<file path="src/rtl/uart_pkg.sv">
// Shared UART definitions, used by both the receiver and the transmitter.
//   UART_DATA_W  : payload width of one serial frame
//   uart_state_e : frame-level FSM states
package uart_pkg;

  localparam int UART_DATA_W = 8;

  typedef enum logic [2:0] {
    IDLE   = 3'd0,
    START  = 3'd1,
    DATA   = 3'd2,
    PARITY = 3'd3,
    STOP   = 3'd4,
    BREAK  = 3'd5
  } uart_state_e;

endpackage

</file>
<file path="src/rtl/uart_rx_sync.sv">
// Two-flop synchronizer for the asynchronous rx pin.
// Both flops reset to 1 so that a reset looks like an idle line and cannot
// be mistaken for a start bit.
//   clk   in  system clock
//   rst   in  asynchronous, active-high reset
//   d     in  asynchronous serial input
//   q     out synchronized copy of d (two clk cycles of latency)
module uart_rx_sync (
  input  logic clk,
  input  logic rst,
  input  logic d,
  output logic q
);

  logic [1:0] sync_q;
  logic [1:0] sync_d;

  always_comb begin
    sync_d = {sync_q[0], d};
  end

  always_ff @(posedge clk or posedge rst) begin
    if (rst) begin
      sync_q <= 2'b11;
    end else begin
      sync_q <= sync_d;
    end
  end

  assign q = sync_q[1];

endmodule

</file>
<file path="src/rtl/uart_rx.sv">
// UART receiver: start(0), 8 data bits LSB first, even parity, stop(1).
// The line is oversampled CLKS_PER_BIT times per bit and sampled mid-bit.
//   clk         in   system clock
//   rst         in   asynchronous, active-high reset
//   rx          in   serial input, asynchronous to clk, idles high
//   data_out    out  last received byte, held until the next valid
//   valid       out  one-cycle strobe: data_out and error flags updated
//   parity_err  out  received parity bit disagreed with ^data_out
//   frame_err   out  stop bit was sampled low
//   busy        out  a frame is in progress (FSM not in IDLE)
// Handshake: valid is a pure strobe with no ready; the consumer must take
// data_out/parity_err/frame_err in the cycle valid is high. The values stay
// stable until the next strobe, and valid never stays high two cycles.
// The FSM state is held in state_q for observation by checkers.
module uart_rx
  import uart_pkg::*;
#(
  parameter int CLKS_PER_BIT = 16
) (
  input  logic                   clk,
  input  logic                   rst,
  input  logic                   rx,
  output logic [UART_DATA_W-1:0] data_out,
  output logic                   valid,
  output logic                   parity_err,
  output logic                   frame_err,
  output logic                   busy
);

  localparam int TW = $clog2(CLKS_PER_BIT);
  localparam logic [TW-1:0] TICK_FULL = TW'(CLKS_PER_BIT - 1);
  // The first wait is half a bit so every later sample lands mid-bit.
  localparam logic [TW-1:0] TICK_HALF = TW'(CLKS_PER_BIT / 2 - 1);
  localparam logic [TW-1:0] TICK_ONE  = TW'(1);

  logic rs;

  uart_rx_sync u_sync (
    .clk (clk),
    .rst (rst),
    .d   (rx),
    .q   (rs)
  );

  uart_state_e            state_q,  state_d;
  logic [TW-1:0]          tick_q,   tick_d;
  logic [2:0]             bit_idx_q, bit_idx_d;
  logic [UART_DATA_W-1:0] shift_q,  shift_d;
  logic                   parity_q, parity_d;
  logic [UART_DATA_W-1:0] data_q,   data_d;
  logic                   perr_q,   perr_d;
  logic                   ferr_q,   ferr_d;
  logic                   valid_q,  valid_d;

  logic tick_zero;
  assign tick_zero = (tick_q == '0);

  // State register
  always_ff @(posedge clk or posedge rst) begin
    if (rst) begin
      state_q <= IDLE;
    end else begin
      state_q <= state_d;
    end
  end

  // Next-state logic
  always_comb begin
    state_d = state_q;
    case (state_q)
      IDLE: begin
        if (!rs) state_d = START;
      end
      START: begin
        // A low that has vanished by mid-bit is a glitch, not a start bit.
        if (tick_zero) state_d = rs ? IDLE : DATA;
      end
      DATA: begin
        if (tick_zero && (bit_idx_q == 3'd7)) state_d = PARITY;
      end
      PARITY: begin
        if (tick_zero) state_d = STOP;
      end
      STOP: begin
        // A low stop bit may be a line break; wait for the line to recover
        // before hunting for the next start bit.
        if (tick_zero) state_d = rs ? IDLE : BREAK;
      end
      BREAK: begin
        if (rs) state_d = IDLE;
      end
      default: state_d = IDLE;
    endcase
  end

  // Output logic
  always_comb begin
    busy = (state_q != IDLE);
  end

  // Counters, shift register and result registers
  always_comb begin
    tick_d    = tick_q;
    bit_idx_d = bit_idx_q;
    shift_d   = shift_q;
    parity_d  = parity_q;
    data_d    = data_q;
    perr_d    = perr_q;
    ferr_d    = ferr_q;
    valid_d   = 1'b0;
    case (state_q)
      IDLE: begin
        if (!rs) tick_d = TICK_HALF;
      end
      START: begin
        if (tick_zero) begin
          if (!rs) begin
            tick_d    = TICK_FULL;
            bit_idx_d = 3'd0;
          end
        end else begin
          tick_d = tick_q - TICK_ONE;
        end
      end
      DATA: begin
        if (tick_zero) begin
          shift_d = {rs, shift_q[UART_DATA_W-1:1]};
          tick_d  = TICK_FULL;
          // bit_idx parks at 7 rather than wrapping.
          if (bit_idx_q != 3'd7) bit_idx_d = bit_idx_q + 3'd1;
        end else begin
          tick_d = tick_q - TICK_ONE;
        end
      end
      PARITY: begin
        if (tick_zero) begin
          parity_d = rs;
          tick_d   = TICK_FULL;
        end else begin
          tick_d = tick_q - TICK_ONE;
        end
      end
      STOP: begin
        if (tick_zero) begin
          data_d  = shift_q;
          perr_d  = parity_q ^ (^shift_q);
          ferr_d  = ~rs;
          valid_d = 1'b1;
        end else begin
          tick_d = tick_q - TICK_ONE;
        end
      end
      default: begin
      end
    endcase
  end

  always_ff @(posedge clk or posedge rst) begin
    if (rst) begin
      tick_q    <= '0;
      bit_idx_q <= 3'd0;
      shift_q   <= '0;
      parity_q  <= 1'b0;
      data_q    <= '0;
      perr_q    <= 1'b0;
      ferr_q    <= 1'b0;
      valid_q   <= 1'b0;
    end else begin
      tick_q    <= tick_d;
      bit_idx_q <= bit_idx_d;
      shift_q   <= shift_d;
      parity_q  <= parity_d;
      data_q    <= data_d;
      perr_q    <= perr_d;
      ferr_q    <= ferr_d;
      valid_q   <= valid_d;
    end
  end

  assign data_out   = data_q;
  assign valid      = valid_q;
  assign parity_err = perr_q;
  assign frame_err  = ferr_q;

endmodule

</file>
<file path="config.mk">
export PLATFORM = sky130hd
export DESIGN_NAME = uart_rx
export DESIGN_NICKNAME = d
export VERILOG_FILES = /design/src/rtl/uart_pkg.sv /design/src/rtl/uart_rx_sync.sv /design/src/rtl/uart_rx.sv
export SDC_FILE = /design/constraint.sdc
export NUM_CORES = 1
export LEC_CHECK = 0
export CORE_MARGIN = 4
export CORE_UTILIZATION = 50
export CTS_CLUSTER_DIAMETER = 40
export DETAILED_ROUTE_END_ITERATION = 12
export PLACE_DENSITY = 0.71
export SYNTH_ARGS = -nofsm -noshare
export SYNTH_HDL_FRONTEND = slang
export SYNTH_SLANG_ARGS = --single-unit
</file>
<file path="constraint.sdc">
create_clock -name clk -period 2.6 [get_ports clk]
set_input_delay 0.78 -clock clk [delete_from_list [all_inputs] [get_ports clk]]
set_output_delay 0.78 -clock clk [all_outputs]
set_load 0.05 [all_outputs]
</file>
==> results.json <==
{
  "synth_area_per_cell_sq_um": 11.6,
  "mostFrequentLayoutCells": "dfrtp_1, mux2_2, nand2_1, clkdlybuf4s50_1, xnor2_1",
  "place_congestion": 0.869,
  "layout-drive-gt1-share": 0.225,
  "ir_worst_vdd_mv": 0.396,
  "clk_pin_slew_ns": 0.10,
  "areaGrowthSynthToFinish_pct": 15.9,
  "min_from": "u_sync.sync_q[0]",
  "postRouteAntennaNets": 0,
  "crit_buf_inv": 1,
  "hold_class": "flop to flop",
  "tightestPinTransition_ns": 0.542,
  "io_pins": 15,
  "synth.distinct_cells": 33,
  "fin_cells": 182,
  "rsz0062_at_grt": "false",
  "rows": 19,
  "cts_made_buffers": 5,
  "start_util": 0.538,
  "grt_pass1_wl_um": 4670,
  "met1Wirelength_um": 1200,
  "r2r.worst_path.cells": 5,
  "detail_route.first_pass.iterations": 4,
  "dieHeight_um": 63.2,
  "avgRoutedWirePerCell_um": 14.7,
  "clk_latency_ns": 0.33,
  "hold_violations": 0,
  "clock_skew_ns": 0.0183,
  "grt_pass1_vias": 1047,
  "topRoutingLayerUsed": "met4",
  "r2r_slack_ns": 0.35,
  "seq_area_frac_synth": 0.528,
  "slowest_delay_ns": 0.80,
  "cp.depth": 1,
  "maxCapViolations": 0,
  "yosysWarnings": 0,
  "path_class": "flop to output pin",
  "period_needed_ns": 2.27,
  "antenna_found_initial": 0,
  "synth_area_sq_um": 1520,
  "synthCells": 131,
  "fin_crit_sh": 0.875,
  "fin_setup_tns_ns": 0,
  "powerDensity_nw_per_um2": 773,
  "final_common_cell": "dfrtp_1",
  "stdcell_area_sq_um": 1770,
  "placedCellCount": 174,
  "rr_endpoint": "data_out[4]",
  "place_area_sq_um": 1700,
  "clk_path_buf_depth": 2,
  "h-tree-depth": 2,
  "regToRegStartpoint": "tick_q[0]",
  "grt_overflow_total": 0,
  "relSlewSlack": 0.638,
  "slowest_stage": "clkdlybuf4s50_1",
  "crit_chain": "clkdlybuf4s50_1",
  "cp.required_ns": 1.82,
  "drc": 0,
  "crit_fanout": 2,
  "antenna_cells": 0,
  "fmax_ghz": 0.440,
  "dieWidth_um": 63.2,
  "drt-total-wl_um": 2670,
  "cp.arrival_ns": 1.49,
  "crit_path_end_kind": "output pin",
  "drt_iter0_markers": 52,
  "wl_met3_um": 157,
  "setup_viol": 0,
  "post_cts_buffers": 0,
  "grt_max_degree": 33,
  "yosys_register_bits": 32,
  "core_sq_um": 2830,
  "nNetsFinal": 156,
  "crit_family": "buffers and inverters",
  "hpwlAfterDp_um": 1920,
  "portBuffers": 14,
  "cts-root-buf": "clkbuf_4",
  "cts_resized": 0,
  "tritoncts": "built",
  "drv_slew": 0,
  "vias_per_cell": 5.59,
  "total_power_w": 0.00136,
  "dieArea_sq_um": 3990,
  "wl_met2_um": 1280,
  "cts_sinks": 32,
  "grt_usage": 0.149,
  "endpoint": "frame_err",
  "layout.filler_cells": 232,
  "start_kind": "flop",
  "syn_nets": 137,
  "postCtsHoldBufs": 0,
  "fin_util": 0.624,
  "vias": 1018,
  "p_leak_nw": 0.840,
  "outcome": "complete, no violations",
  "critical_path.startpoint": "frame_err"
}
[flip-flops by register name (all words and copies together), names as in the netlist]
name / count
bit_idx_q: 3
data_out: 8
frame_err: 1
parity_err: 1
parity_q: 1
shift_q: 8
state_q: 3
tick_q: 4
u_sync.sync_q: 2
valid: 1
[worst register-to-register path, delay by kind of cell (launching register included)]
family	cells	cell delay (ns)
and+or+nand+nor	2	0.91
DFF	1	0.45
muxes	1	0.43
adders and majority gates	1	0.22
buffers and inverters	1	0.12
[logic make-up after synthesis]
logic type / share of synthesized area
DFF: 0.528
xor gates and xnor gates: 0.0518
and+or+nand+nor: 0.120
adders and majority gates: 0.0247
buffers and inverters: 0.0288
AOI/OAI and AO/OA: 0.0789
muxes: 0.168
[worst min path at each step]
stage / end / slack (ns) / cells after the start
2_1_floorplan: u_sync.sync_q[1] / 0.35 / 0
4_1_cts: u_sync.sync_q[1] / 0.36 / 0
3_3_place_gp: u_sync.sync_q[1] / 0.35 / 0
5_1_grt: u_sync.sync_q[1] / 0.37 / 0
6_report: u_sync.sync_q[1] / 0.36 / 0
3_5_place_dp: u_sync.sync_q[1] / 0.35 / 0
[routing by layer]
metal,up-vias,global-route usage
met5,-,0
met4,0,0.0485
met3,4,0.0568
met2,26,0.244
met1,490,0.181
li1,498,-
[cells in the mapped netlist]
| library cell | count | area (sq um) |
|---|---|---|
| nor2_1 | 4 | 15.0 |
| nor3b_1 | 1 | 7.51 |
| nor3_1 | 3 | 15.0 |
| or2_2 | 2 | 12.5 |
| mux2_2 | 17 | 191 |
| buf_2 | 2 | 10.0 |
| dfstp_2 | 2 | 52.6 |
| mux2_4 | 1 | 15.0 |
| ha_1 | 3 | 37.5 |
| a22oi_1 | 1 | 7.51 |
| or3_1 | 2 | 12.5 |
| mux2i_1 | 5 | 50.1 |
| nor3b_4 | 1 | 18.8 |
| a221o_1 | 2 | 20.0 |
| buf_1 | 1 | 3.75 |
| a31oi_1 | 1 | 6.26 |
| o21a_1 | 1 | 7.51 |
| nor4_1 | 2 | 12.5 |
| nand3_1 | 3 | 15.0 |
| o31ai_1 | 1 | 7.51 |
| or4_1 | 1 | 7.51 |
| clkbuf_1 | 1 | 3.75 |
| or3_4 | 1 | 11.3 |
| o21ai_0 | 6 | 30.0 |
| nor2b_1 | 1 | 6.26 |
| a221oi_1 | 1 | 8.76 |
| xor2_1 | 1 | 8.76 |
| xnor2_1 | 8 | 70.1 |
| a21oi_1 | 5 | 25.0 |
| a21o_1 | 1 | 7.51 |
| nand2_1 | 13 | 48.8 |
| dfrtp_1 | 30 | 751 |
| inv_1 | 7 | 26.3 |
[where the power goes]
part | leakage (nW) | internal (W) | total (W) | switching, W
sequential | 0.423 | 0.000562 | 0.000658 | 0.0000960
clock | 0.0386 | 0.000159 | 0.000321 | 0.000162
combinational | 0.379 | 0.000186 | 0.000385 | 0.000200
total | 0.840 | 0.000907 | 0.00136 | 0.000458
[per-stage QoR]
stage / setup WS, ns / hold WS (ns)
2_1_floorplan: 0.534 / 0.345
3_3_place_gp: 0.484 / 0.346
3_5_place_dp: 0.400 / 0.351
4_1_cts: 0.307 / 0.364
5_1_grt: 0.186 / 0.365
6_report: 0.326 / 0.361
[area by class of cell]
type	count	area, sq um	share of cell area
flip-flops and latches	32	803	0.455
multi-input cells	88	676	0.383
repair buffers	16	153	0.0865
clock buffers	8	68.8	0.0390
well taps	31	38.8	0.0220
inverters	7	26.3	0.0149
No activity file was read; power rests on OpenSTA's default activity.
